===== config.mk =====
export PLATFORM = sky130hd
export DESIGN_NAME = jtag_tap_target
export DESIGN_NICKNAME = d
export VERILOG_FILES = /design/src/rtl/jtag_tap_target_pkg.sv /design/src/rtl/jtag_tap_fsm.sv /design/src/rtl/jtag_tap_target.sv
export SDC_FILE = /design/constraint.sdc
export NUM_CORES = 1
export LEC_CHECK = 0
export CAP_MARGIN = 20
export CORE_MARGIN = 2
export CORE_UTILIZATION = 40
export DETAILED_ROUTE_END_ITERATION = 7
export PLACE_DENSITY = 0.67
export SETUP_SLACK_MARGIN = 0.4
export SLEW_MARGIN = 20
export SYNTH_ARGS = -nofsm -noshare
export SYNTH_HDL_FRONTEND = slang
export SYNTH_SLANG_ARGS = --single-unit

===== constraint.sdc =====
create_clock -name clk -period 1.95 [get_ports clk]
set_clock_uncertainty 0.15 [all_clocks]
set_input_delay 0.39 -clock clk [delete_from_list [all_inputs] [get_ports clk]]
set_output_delay 0.39 -clock clk [all_outputs]
set_load 0.02 [all_outputs]

===== src/rtl/jtag_tap_target_pkg.sv =====
// Shared types and constants for the JTAG target TAP.
// The IDCODE register and opcode are present only when JTAG_IDCODE_EN is defined.
package jtag_tap_target_pkg;

    // IEEE 1149.1 TAP states, with the customary 4-bit encoding (TLR = 4'hF)
    typedef enum logic [3:0] {
        TEST_LOGIC_RESET = 4'hF,
        RUN_TEST_IDLE    = 4'hC,
        SELECT_DR        = 4'h7,
        CAPTURE_DR       = 4'h6,
        SHIFT_DR         = 4'h2,
        EXIT1_DR         = 4'h1,
        PAUSE_DR         = 4'h3,
        EXIT2_DR         = 4'h0,
        UPDATE_DR        = 4'h5,
        SELECT_IR        = 4'h4,
        CAPTURE_IR       = 4'hE,
        SHIFT_IR         = 4'hA,
        EXIT1_IR         = 4'h9,
        PAUSE_IR         = 4'hB,
        EXIT2_IR         = 4'h8,
        UPDATE_IR        = 4'hD
    } tap_state_t;

    typedef enum logic [1:0] {
        SEL_BYPASS,
        SEL_TESTVEC,
        SEL_IDCODE
    } dr_sel_t;

    localparam int unsigned OP_BYPASS  = 0;
    localparam int unsigned OP_TESTVEC = 1;
    localparam int unsigned OP_IDCODE  = 2;

    localparam int IDCODE_WIDTH    = 32;
    localparam int INSTR_WIDTH_MIN = 3;
    localparam int INSTR_WIDTH_MAX = 5;
    localparam int TV_WIDTH_STEP   = 8;
    localparam int TV_WIDTH_MAX    = 32;

    function automatic bit legal_instr_width(input int w);
        return (w >= INSTR_WIDTH_MIN) && (w <= INSTR_WIDTH_MAX);
    endfunction

    function automatic bit legal_tv_width(input int w);
        return (w >= TV_WIDTH_STEP) && (w <= TV_WIDTH_MAX) && ((w % TV_WIDTH_STEP) == 0);
    endfunction

    // Any opcode without a dedicated register falls back to bypass
    function automatic dr_sel_t decode_ir(input logic [31:0] op);
        if (op == OP_TESTVEC) return SEL_TESTVEC;
`ifdef JTAG_IDCODE_EN
        if (op == OP_IDCODE) return SEL_IDCODE;
`endif
        return SEL_BYPASS;
    endfunction

endpackage


===== src/rtl/jtag_tap_fsm.sv =====
// TAP controller: 16-state state register, tms-driven next-state logic and
// one-hot decodes of the capture/shift/update states for IR and DR.
module jtag_tap_fsm
    import jtag_tap_target_pkg::*;
(
    input  logic       clk,
    input  logic       reset,
    input  logic       tms,
    output tap_state_t state,
    output logic       capture_ir,
    output logic       shift_ir,
    output logic       update_ir,
    output logic       capture_dr,
    output logic       shift_dr,
    output logic       update_dr,
    output logic       reset_next
);

    tap_state_t next_state;

    // NOTE: sequential state uses non-blocking assignments so every register samples pre-edge values.
    always_ff @(posedge clk) begin
        if (!reset) state <= TEST_LOGIC_RESET;
        else        state <= next_state;
    end

    // NOTE: every always_comb output gets a default first so no path can infer a latch.
    always_comb begin
        next_state = state;
        unique case (state)
            TEST_LOGIC_RESET: next_state = tms ? TEST_LOGIC_RESET : RUN_TEST_IDLE;
            RUN_TEST_IDLE:    next_state = tms ? SELECT_DR : RUN_TEST_IDLE;
            SELECT_DR:        next_state = tms ? SELECT_IR : CAPTURE_DR;
            CAPTURE_DR:       next_state = tms ? EXIT1_DR  : SHIFT_DR;
            SHIFT_DR:         next_state = tms ? EXIT1_DR  : SHIFT_DR;
            EXIT1_DR:         next_state = tms ? UPDATE_DR : PAUSE_DR;
            PAUSE_DR:         next_state = tms ? EXIT2_DR  : PAUSE_DR;
            EXIT2_DR:         next_state = tms ? UPDATE_DR : SHIFT_DR;
            UPDATE_DR:        next_state = tms ? SELECT_DR : RUN_TEST_IDLE;
            SELECT_IR:        next_state = tms ? TEST_LOGIC_RESET : CAPTURE_IR;
            CAPTURE_IR:       next_state = tms ? EXIT1_IR  : SHIFT_IR;
            SHIFT_IR:         next_state = tms ? EXIT1_IR  : SHIFT_IR;
            EXIT1_IR:         next_state = tms ? UPDATE_IR : PAUSE_IR;
            PAUSE_IR:         next_state = tms ? EXIT2_IR  : PAUSE_IR;
            EXIT2_IR:         next_state = tms ? UPDATE_IR : SHIFT_IR;
            UPDATE_IR:        next_state = tms ? SELECT_DR : RUN_TEST_IDLE;
            default:          next_state = TEST_LOGIC_RESET;
        endcase
    end

    always_comb begin
        capture_ir = (state == CAPTURE_IR);
        shift_ir   = (state == SHIFT_IR);
        update_ir  = (state == UPDATE_IR);
        capture_dr = (state == CAPTURE_DR);
        shift_dr   = (state == SHIFT_DR);
        update_dr  = (state == UPDATE_DR);
        // Lets the instruction be reset on the same edge that enters Test-Logic-Reset
        reset_next = (next_state == TEST_LOGIC_RESET);
    end

endmodule


===== src/rtl/jtag_tap_target.sv =====
// JTAG target TAP: instruction register, bypass and test-vector data registers,
// plus an IDCODE register when JTAG_IDCODE_EN is defined.
module jtag_tap_target
    import jtag_tap_target_pkg::*;
#(
    parameter int          INSTR_WIDTH  = 5,
    parameter int          TV_WIDTH     = 32,
    parameter logic [31:0] IDCODE_VALUE = 32'h1234_5A5F
) (
    input  logic                   clk,
    input  logic                   reset,
    input  logic                   tms,
    input  logic                   tdi,
    output logic                   tdo,
    output logic                   tdoEn,
    input  logic [TV_WIDTH-1:0]    captureVector,
    output logic [TV_WIDTH-1:0]    updateVector,
    output logic                   updateStrobe,
    output logic [INSTR_WIDTH-1:0] irValue,
    output logic [3:0]             tapState
);

    if (!legal_instr_width(INSTR_WIDTH) || !legal_tv_width(TV_WIDTH) || !IDCODE_VALUE[0]) begin : g_bad_params
        $error("jtag_tap_target: illegal INSTR_WIDTH, TV_WIDTH or IDCODE_VALUE");
    end

`ifdef JTAG_IDCODE_EN
    localparam logic [INSTR_WIDTH-1:0] RESET_IR = INSTR_WIDTH'(OP_IDCODE);
`else
    localparam logic [INSTR_WIDTH-1:0] RESET_IR = INSTR_WIDTH'(OP_BYPASS);
`endif

    tap_state_t state;
    logic       capture_ir, shift_ir, update_ir;
    logic       capture_dr, shift_dr, update_dr;
    logic       reset_next;

    jtag_tap_fsm u_fsm (
        .clk        (clk),
        .reset      (reset),
        .tms        (tms),
        .state      (state),
        .capture_ir (capture_ir),
        .shift_ir   (shift_ir),
        .update_ir  (update_ir),
        .capture_dr (capture_dr),
        .shift_dr   (shift_dr),
        .update_dr  (update_dr),
        .reset_next (reset_next)
    );

    logic [INSTR_WIDTH-1:0]  ir_sr;
    logic [TV_WIDTH-1:0]     tv_sr;
    logic                    bypass_sr;
    dr_sel_t                 dr_sel;
`ifdef JTAG_IDCODE_EN
    logic [IDCODE_WIDTH-1:0] idcode_sr;
`endif

    assign dr_sel = decode_ir(32'(irValue));

    always_ff @(posedge clk) begin
        if (!reset) begin
            ir_sr        <= '0;
            irValue      <= RESET_IR;
            tv_sr        <= '0;
            bypass_sr    <= 1'b0;
            updateVector <= '0;
            updateStrobe <= 1'b0;
`ifdef JTAG_IDCODE_EN
            idcode_sr    <= '0;
`endif
        end else begin
            updateStrobe <= 1'b0;

            if (capture_ir)    ir_sr <= INSTR_WIDTH'(2'b01);
            else if (shift_ir) ir_sr <= {tdi, ir_sr[INSTR_WIDTH-1:1]};

            if (update_ir)       irValue <= ir_sr;
            else if (reset_next) irValue <= RESET_IR;

            // Only the register selected by the current instruction captures or shifts
            if (capture_dr) begin
                unique case (dr_sel)
                    SEL_TESTVEC: tv_sr     <= captureVector;
`ifdef JTAG_IDCODE_EN
                    SEL_IDCODE:  idcode_sr <= IDCODE_VALUE;
`endif
                    default:     bypass_sr <= 1'b0;
                endcase
            end else if (shift_dr) begin
                unique case (dr_sel)
                    SEL_TESTVEC: tv_sr     <= {tdi, tv_sr[TV_WIDTH-1:1]};
`ifdef JTAG_IDCODE_EN
                    SEL_IDCODE:  idcode_sr <= {tdi, idcode_sr[IDCODE_WIDTH-1:1]};
`endif
                    default:     bypass_sr <= tdi;
                endcase
            end

            if (update_dr && dr_sel == SEL_TESTVEC) begin
                updateVector <= tv_sr;
                updateStrobe <= 1'b1;
            end
        end
    end

    always_comb begin
        tdo = 1'b0;
        if (shift_ir) begin
            tdo = ir_sr[0];
        end else if (shift_dr) begin
            unique case (dr_sel)
                SEL_TESTVEC: tdo = tv_sr[0];
`ifdef JTAG_IDCODE_EN
                SEL_IDCODE:  tdo = idcode_sr[0];
`endif
                default:     tdo = bypass_sr;
            endcase
        end
    end

    assign tdoEn    = shift_ir | shift_dr;
    assign tapState = state;

endmodule


==> results of run 1 <==
-- registers in the layout, summed over array words and instances (netlist names) --
signal / cells
tv_sr: 32
updateVector: 32
irValue: 5
ir_sr: 5
u_fsm.state: 4
bypass_sr: 1
updateStrobe: 1
-- synth_stat cells, types with 4 or more instances --
cell      count  share of area (%)
a21oi_1       6               0.93
a31oi_1      33                6.4
a32o_1        5                1.5
buf_2        11                1.7
clkbuf_1     16                1.9
dfxtp_1      80                 49
nand2_1     105                 12
nand3_1      33                5.1
nor2_1        4               0.46
nor2b_1       9                1.7
nor3b_1       4               0.93
o21ai_0      49                7.6
o21ai_1      19                2.9
-- cell type report --
type	count	area (sq um)	area share (%)
flip-flops and latches	80	1620	28.4
well taps	102	128	2.24
repair buffers	145	1730	30.3
clock buffers	10	149	2.61
inverters	2	7.51	0.132
multi-input cells	284	2020	35.4
clock inverters	5	55.1	0.965
-- metrics by stage --
step	total power [mW]	setup TNS, ns
6_report	3.28	-1.33
5_1_grt	3.39	-4.34
4_1_cts	3.23	-0.0955
3_5_place_dp	1.97	-0.203
3_3_place_gp	1.97	-0.174
2_1_floorplan	1.83	0
-- metal layers --
metal | global-route usage [%] | share of wire (%) | vias to the layer above
li1 | - | - | 1660
met1 | 31.8 | 42 | 1682
met2 | 37.7 | 51 | 123
met3 | 5.30 | 5.1 | 16
met4 | 8.45 | 1.7 | 0
met5 | 0 | 0 | -
-- repair_timing --
action / in CTS / in global routing
gates resized for setup: 257 / 80
cloned: 15 / 0
pin swaps: 42 / 14
setup buffers: 19 / 9
setup endpoints to repair: 113 / 103
-- logic make-up after synthesis --
logic type | synth area share, %
DFF | 49.5
and+or+nand+nor | 23.5
muxes | 0.619
AOI/OAI and AO/OA | 20.9
buffers and inverters | 5.41
-- path summary, 6_finish.rpt --
| kind | start | end | slack, ns | cells past startpoint |
|---|---|---|---|---|
| max | irValue[1] | tdo | -0.12 | 5 |
| min | reset | u_fsm.state[3] | 0.24 | 2 |
| max reg2reg | irValue[1] | tv_sr[29] | -0.07 | 9 |
| min reg2reg | updateVector[3] | updateVector[3] | 0.32 | 2 |
-- power by group through the flow --
stage	registers (mW)	logic, mW	clock network [mW]
2_1_floorplan	1.71	0.118	0
3_3_place_gp	1.69	0.276	0
3_5_place_dp	1.69	0.277	0
4_1_cts	1.65	0.303	1.27
5_1_grt	1.66	0.360	1.37
6_report	1.66	0.340	1.29
==> flow_metrics.py, run 1 <==
metrics = {
    "routing": {
        "ant_nets": 0,
        "drc": 0,
        "wl_per_cell_um": 17.4,
        "routed_wl_um": 11000,
        "via_count": 3481,
        "drtIter0Drc": 227,
        "firstDrtPassIters": 4,
        "vias_per_cell": 5.54,
    },
    "pwr": {
        "switching_share_pct": 25.0,
        "seq_power_share_pct": 50.5,
        "pwr-share-comb_pct": 10.4,
        "leakage_nw": 2.01,
        "p_clk_share_pct": 39.2,
        "power_density_mw_per_mm2": 575,
        "p_switching_mw": 0.820,
        "internal_power_mw": 2.46,
        "ir_drop_uv": 365,
    },
    "critical_path": {
        "worst-path-max-fanout": 2,
        "critPathSlowestCell": "dfxtp_2",
        "critPathRequiredTime_ns": 1.41,
        "cp.arrival_ns": 1.53,
        "startpoint_type": "flip-flop",
        "cp-end-kind": "output pin",
        "max_stage_delay_ns": 0.34,
        "worstSetupPathType": "flip-flop to output pin",
        "cp_top_family": "simple AND/OR/NAND/NOR gates",
        "path_buf_inv": 1,
        "cp_cell_sequence": "nor4_4, nand2_1, mux2i_1, a21oi_2, buf_4",
    },
    "clock_tree": {
        "clk_pin_slew_ns": 0.08,
        "htree_levels": 3,
        "clock_latency_ns": 0.36,
        "cts_buffers": 9,
        "cts-root-buf": "clkbuf_8",
        "hold_buffers": 0,
        "cts_tree": "built",
        "cts_num_sinks": 80,
        "clockBufferDepth": 2,
    },
    "global_route": {
        "grt_pass1_wl_um": 16300,
        "grt_overflow": 0,
        "grt_antenna_before_repair": 0,
        "track_usage_pct": 23.8,
        "grt_start_max_net_pins": 57,
        "grt_pass1_vias": 3233,
    },
    "placement": {
        "dp_hpwl_um": 5050,
        "post-place-ws_ns": -0.192,
        "portBuffers": 79,
        "place.gp.congestion": 0.772,
        "postPlaceCellArea_sq_mm": 0.00423,
        "place_inst": 570,
    },
    "synthesis": {
        "ys_types": 32,
        "syn-cell-area_sq_mm": 0.00324,
        "ys.flop_type": "dfxtp_1",
        "ys_warn_count": 0,
        "ys_seq_area_share_pct": 49.5,
        "syn_avg_cell_area_sq_um": 8.09,
        "synth_seq_cells": 80,
        "async_flop_share_pct": 0,
        "synthesis.nets": 436,
        "synth_edf_count": 0,
        "syn_inst": 400,
    },
    "sta": {
        "finalCritPeriodShare_pct": 106,
        "final-hold-violation-count": 0,
        "worst_slew_pin_slew_ns": 0.376,
        "grt_setup_unrepaired": "true",
        "hold_ws_ns": 0.240,
        "finalCriticalPeriod_ns": 2.07,
        "fmax_mhz": 483,
        "slew_headroom_pct": 74.9,
        "slew_viol_final": 0,
        "setup_ws_ns": -0.122,
        "setup_viol": 33,
    },
    "cells_and_area": {
        "fin_util_pct": 73.5,
        "final_common_cell": "nand2_1",
        "fill_cells": 524,
        "layoutNonFillerInstCount": 628,
        "final_cell_mix": "105 x nand2_1, 70 x dfxtp_1, 43 x o21ai_2",
        "syn_to_final_growth_pct": 76.4,
        "final_area_sq_mm": 0.00571,
        "drive_above_1_share_pct": 43.0,
        "layout.nets": 558,
        "antenna_cells": 0,
    },
    "floorplanning": {
        "die_h_um": 93.9,
        "core-area_sq_mm": 0.00777,
        "initial_utilization_pct": 41.7,
        "io_pins": 80,
        "rows": 32,
        "die_area_sq_mm": 0.00882,
        "die_w_um": 93.9,
    },
    "worst_hold_path": {
        "hold_path_class": "input pin to flip-flop",
    },
    "status": {
        "outcome": "complete, but fails checks",
        "violations": "negative setup slack",
    },
    "run": {
        "cap_viol_max_count": 0,
    },
}
(Power assumes the default switching activity.)
==> run 2: changes to the inputs <==
- CORE_MARGIN: 2 -> unset
==> run 2 against run 1 <==
- the flow still finishes with violations (negative setup slack)
- largest cell class unchanged
- die area shrank 4.2%
- worst setup slack lost 0.00097 ns
- cell count shrank 0.32%
- total power grew 1.7%
- design area shrank 0.85%
- global-route usage grew 2.0 points
- largest power group unchanged
- first-iteration DRC count shrank 42%
- hold slack gained 0.070 ns
- critical path type is now flip-flop to flip-flop
- utilization shrank 0.63 points
- register-to-register slack lost 0.05 ns
==> flow_metrics.py, run 2 (same netlist as run 1, synthesis figures left out) <==
metrics = {
    "critical_path": {
        "max_stage_delay_ns": 0.34,
        "cp-end-kind": "flip-flop",
        "startpoint_type": "flip-flop",
        "cp.arrival_ns": 2.18,
        "critPathRequiredTime_ns": 2.06,
        "reg2reg_to": "tv_sr[25]",
        "r2r-start": "irValue[1]",
        "r2r_slack_ns": -0.12,
        "worstSetupPathType": "flip-flop to flip-flop",
        "worstRegToRegCells": 9,
        "worst-path-max-fanout": 5,
        "cp_cell_sequence": "nor4_4, buf_4, buf_6, and4bb_4, buf_6, buf_12, buf_16, o21ai_2, a31oi_1",
        "critPathSlowestCell": "dfxtp_2",
        "critPathMostFrequentCell": "buf_6",
    },
    "sta": {
        "slew_headroom_pct": 67.5,
        "worst_slew_pin_slew_ns": 0.487,
        "finalCritPeriodShare_pct": 106,
        "final-hold-violation-count": 0,
        "setup_viol": 20,
        "grt_setup_unrepaired": "true",
        "finalCriticalPeriod_ns": 2.07,
        "setup_ws_ns": -0.122,
        "slew_viol_final": 0,
        "fmax_mhz": 483,
    },
    "status": {
        "violations": "negative setup slack",
        "outcome": "complete, but fails checks",
    },
    "clock_tree": {
        "htree_levels": 3,
        "cts_buffers": 9,
        "clk_pin_slew_ns": 0.08,
        "cts_tree": "built",
        "cts_num_sinks": 80,
        "clock_latency_ns": 0.35,
        "cts-root-buf": "clkbuf_8",
        "clockBufferDepth": 2,
    },
    "floorplanning": {
        "die_w_um": 91.9,
        "die_h_um": 91.9,
        "core-area_sq_mm": 0.00777,
        "rows": 32,
        "io_pins": 80,
        "initial_utilization_pct": 41.7,
        "die_area_sq_mm": 0.00845,
    },
    "worst_hold_path": {
        "hold_path_class": "input pin to flip-flop",
        "hold_path_end": "u_fsm.state[0]",
        "hp-start": "tms",
        "hold_depth": 4,
    },
    "pwr": {
        "ir_drop_uv": 374,
        "power_density_mw_per_mm2": 590,
        "leakage_nw": 2.06,
        "power_mw": 3.34,
    },
    "placement": {
        "dp_hpwl_um": 5000,
        "portBuffers": 79,
        "place.gp.congestion": 0.749,
    },
    "routing": {
        "drtIter0Drc": 131,
        "drc": 0,
        "vias_per_cell": 5.53,
        "wl_per_cell_um": 17.3,
        "ant_nets": 0,
        "routed_wl_um": 10900,
        "via_count": 3459,
        "firstDrtPassIters": 4,
    },
    "cells_and_area": {
        "fin_util_pct": 72.8,
        "fill_cells": 554,
        "final_cell_mix": "105 x nand2_1, 69 x dfxtp_1, 52 x o21ai_2",
        "drive_above_1_share_pct": 41.2,
        "antenna_cells": 0,
        "final_common_cell": "nand2_1",
        "syn_to_final_growth_pct": 74.9,
        "layout.nets": 556,
        "largestRegisters": "tv_sr (32), updateVector (32)",
    },
    "global_route": {
        "grt_pass1_vias": 3344,
        "grt_start_max_net_pins": 48,
        "grt_overflow": 0,
        "grt_pass1_wl_um": 16800,
        "track_usage_pct": 25.8,
        "grt_antenna_before_repair": 0,
    },
    "run": {
        "cap_viol_max_count": 0,
    },
}
==> run 2: cell type report <==
| type | instances | area (sq um) | area share [%] |
|---|---|---|---|
| clock buffers | 13 | 180 | 3.18 |
| clock inverters | 2 | 35.0 | 0.619 |
| inverters | 2 | 7.51 | 0.133 |
| multi-input cells | 286 | 1930 | 34.2 |
| flip-flops and latches | 80 | 1630 | 28.7 |
| well taps | 102 | 128 | 2.26 |
| repair buffers | 141 | 1750 | 30.9 |
==> run 2: worst max-delay path by stage <==
| stage | start | end | slack (ns) | cells past startpoint |
|---|---|---|---|---|
| final | irValue[1] | tv_sr[25] | -0.12 | 9 |
| after global routing | irValue[1] | tdo | -0.21 | 5 |
| after CTS | irValue[1] | tdo | -0.12 | 5 |
| after detailed placement | irValue[3] | tdo | -0.20 | 5 |
| after global placement | irValue[3] | tdo | -0.17 | 5 |
| after floorplan | irValue[3] | tdo | 0.21 | 4 |
==> run 2: critical path, delay by kind of cell, from the launching register on <==
| family | cells | cell delay [ns] |
|---|---|---|
| AND/OR/NAND/NOR | 2 | 0.62 |
| buffers and inverters | 5 | 0.62 |
| flip-flops | 1 | 0.34 |
| AO/OA/AOI/OAI | 2 | 0.27 |
==> run 2: repair_timing <==
action / CTS / global route
cloned: 18 / 1
buffers inserted: 18 / 6
hold buffers: 0 / 0
resized for setup: 276 / 65
pin swaps: 43 / 9
setup endpoints to repair: 114 / 101
==> run 2: routing by layer <==
layer / up-vias / track usage [%] / part of all wire (%)
li1: 1661 / - / -
met1: 1659 / 31.1 / 41
met2: 115 / 43.7 / 51
met3: 24 / 4.48 / 4.5
met4: 0 / 13.7 / 3.2
met5: - / 0 / 0
==> run 2: report_power, final <==
group / total, mW / internal (mW) / switching (mW)
Combinational: 0.355 / 0.175 / 0.180
Sequential: 1.66 / 1.64 / 0.0130
Clock: 1.32 / 0.732 / 0.593
==> run 2: per-stage QoR <==
step / setup slack [ns] / instance area, sq um / hold slack, ns / setup TNS [ns] / std cells
after floorplan: 0.207 / 3310 / 0.296 / 0 / 400
after global placement: -0.167 / 4240 / 0.303 / -0.167 / 568
after detailed placement: -0.202 / 4240 / 0.310 / -0.494 / 568
after CTS: -0.120 / 5500 / 0.308 / -0.120 / 619
after global routing: -0.212 / 5660 / 0.332 / -3.77 / 626
final: -0.122 / 5660 / 0.311 / -0.690 / 626
==> run 3: changes to the inputs <==
- CORE_ASPECT_RATIO: unset -> 0.75
- CTS_CLUSTER_SIZE: unset -> 30
- clock period: 1.95 -> 2.2 ns (I/O delays scaled with it)
==> run 3 against run 2 <==
- sequential power fell by 11%
- worst setup slack improved by 0.22 ns
- hold slack improved by 0.0055 ns
- critical path type is now flip-flop to output pin
- largest cell class unchanged
- via count fell by 6.6%
- the flow now finishes without violations
- clock-buffer cell count fell by 2
- clock power fell by 20%
==> flow_metrics.py, run 3 (same netlist as run 1, synthesis figures left out) <==
metrics = {
    "status": {
        "outcome": "finished, final reports clean",
    },
    "pwr": {
        "switching_share_pct": 24.6,
        "p_switching_mw": 0.682,
        "pwr-share-comb_pct": 8.7,
        "ir_drop_uv": 334,
        "leakage_nw": 1.81,
        "power_density_mw_per_mm2": 561,
        "p_clk_share_pct": 38.2,
        "seq_power_share_pct": 53.1,
        "internal_power_mw": 2.10,
        "power_mw": 2.78,
    },
    "global_route": {
        "track_usage_pct": 21.4,
        "grt_pass1_vias": 2918,
        "grt_start_max_net_pins": 51,
        "grt_overflow": 0,
        "grt_pass1_wl_um": 14300,
        "grt_antenna_before_repair": 0,
    },
    "worst_hold_path": {
        "hold_path_class": "flip-flop to flip-flop",
    },
    "sta": {
        "grt_setup_unrepaired": "true",
        "finalCriticalPeriod_ns": 2.10,
        "worst_slew_pin_slew_ns": 0.588,
        "slew_headroom_pct": 60.8,
        "finalCritPeriodShare_pct": 95.6,
        "fmax_mhz": 475,
        "final-hold-violation-count": 0,
        "slew_viol_final": 0,
        "setup_tns_ns": 0,
        "setup_viol": 0,
    },
    "placement": {
        "place.gp.congestion": 0.790,
        "place_inst": 564,
        "portBuffers": 79,
        "postPlaceCellArea_sq_mm": 0.00415,
        "dp_hpwl_um": 5190,
    },
    "critical_path": {
        "critPathSlowestCell": "dfxtp_2",
        "path_buf_inv": 1,
        "critPathRequiredTime_ns": 1.61,
        "worst-path-max-fanout": 3,
        "cp_cell_sequence": "nor4_4, nand2_1, mux2i_1, a21oi_2, buf_4",
        "cp-end-kind": "output pin",
        "cp_top_family": "simple AND/OR/NAND/NOR gates",
        "worstSetupPathType": "flip-flop to output pin",
        "max_stage_delay_ns": 0.34,
        "cp.arrival_ns": 1.51,
        "startpoint_type": "flip-flop",
    },
    "cells_and_area": {
        "drive_above_1_share_pct": 19.6,
        "antenna_cells": 0,
        "final_cell_mix": "105 x nand2_1, 75 x dfxtp_1, 41 x dlygate4sd2_1",
        "largestRegisters": "tv_sr (32), updateVector (32)",
        "layoutNonFillerInstCount": 599,
        "final_common_cell": "nand2_1",
        "syn_to_final_growth_pct": 53.1,
        "layout.nets": 525,
        "final_area_sq_mm": 0.00495,
    },
    "floorplanning": {
        "io_pins": 80,
        "core-area_sq_mm": 0.00785,
        "initial_utilization_pct": 41.2,
        "die_h_um": 79.9,
        "rows": 28,
        "die_w_um": 106,
        "die_area_sq_mm": 0.00846,
    },
    "routing": {
        "drc": 0,
        "firstDrtPassIters": 4,
        "ant_nets": 0,
        "via_count": 3230,
        "wl_met1_um": 4260,
        "routed_wl_um": 9120,
        "met2_length_um": 4260,
        "top_layer": "met4",
        "wl_per_cell_um": 15.2,
        "drtIter0Drc": 171,
        "vias_per_cell": 5.39,
        "met3_wirelength_um": 506,
    },
    "clock_tree": {
        "clock_latency_ns": 0.35,
        "clockBufferDepth": 2,
        "cts_buffers": 9,
        "cts_num_sinks": 80,
        "cts_tree": "built",
        "htree_levels": 3,
        "clk_pin_slew_ns": 0.08,
        "cts-root-buf": "clkbuf_8",
    },
    "run": {
        "cap_viol_max_count": 0,
    },
}
## run 3: changes by cell type in the layout (fill, tap and decap cells not counted), moves of 6 or more
cell / delta
dlygate4sd2_1: +40
o21ai_0: +33
o21ai_2: -33
buf_6: -14
nand3_1: +14
clkbuf_2: -13
nand3_2: -12
buf_16: -11
a31oi_1: -10
a31oi_4: +10
clkdlybuf4s15_2: -9
buf_2: -7
dfxtp_1: +6
## run 3: path summary, 6_finish.rpt
kind | from | endpoint | slack, ns | cells after the start
worst max-delay path | irValue[3] | tdo | 0.1 | 5
worst min-delay path | updateVector[7] | updateVector[7] | 0.32 | 2
worst min register to register | updateVector[7] | updateVector[7] | 0.32 | 2
worst max register to register | irValue[3] | tv_sr[31] | 0.23 | 9
## run 3: worst reg2reg max path, delay by kind of cell (launching register included)
kind                   cells  cell delay [ns]
DFF                        1             0.34
buffers and inverters      6             0.74
and+or+nand+nor            2             0.56
AOI/OAI and AO/OA          1             0.08
## run 3: metrics by stage
stage,utilization (%),setup WS (ns),hold WS [ns]
after floorplan,-,0.407,0.296
after global placement,52.9,0.0139,0.303
after detailed placement,52.9,-0.00629,0.313
after CTS,59.5,0.0701,0.318
after global routing,63.1,-0.0126,0.351
final,63.1,0.0959,0.316
## run 3: power groups by stage
| stage | Sequential (mW) | Clock, mW | Combinational (mW) |
|---|---|---|---|
| after detailed placement | 1.51 | 0 | 0.235 |
| after CTS | 1.47 | 1.08 | 0.234 |
| after floorplan | 1.51 | 0 | 0.101 |
| after global placement | 1.51 | 0 | 0.233 |
| after global routing | 1.48 | 1.14 | 0.260 |
| final | 1.47 | 1.06 | 0.242 |
## run 3: layout make-up
class,count,area (sq um)
Clock inverter,5,57.6
Clock buffer,11,131
Fill cell,697,2890
Timing Repair Buffer,112,1260
Inverter,2,7.51
Multi-Input combinational cell,284,1760
Tap cell,105,131
Sequential cell,80,1610
## run 3: timing repair
item / 4_1_cts / 5_1_grt
setup buffers: 11 / 1
pin swaps: 2 / 2
cloned: 6 / 1
hold buffers: 0 / 0
gates resized for setup: 82 / 43
hold endpoints to repair: 0 / 0
setup endpoints to repair: 73 / 66
## run 3: routing by layer
| metal | vias up | global-route usage [%] |
|---|---|---|
| met3 | 12 | 5.47 |
| met4 | 0 | 5.00 |
| met5 | - | 0 |
| met1 | 1543 | 28.9 |
| li1 | 1583 | - |
| met2 | 92 | 34.3 |
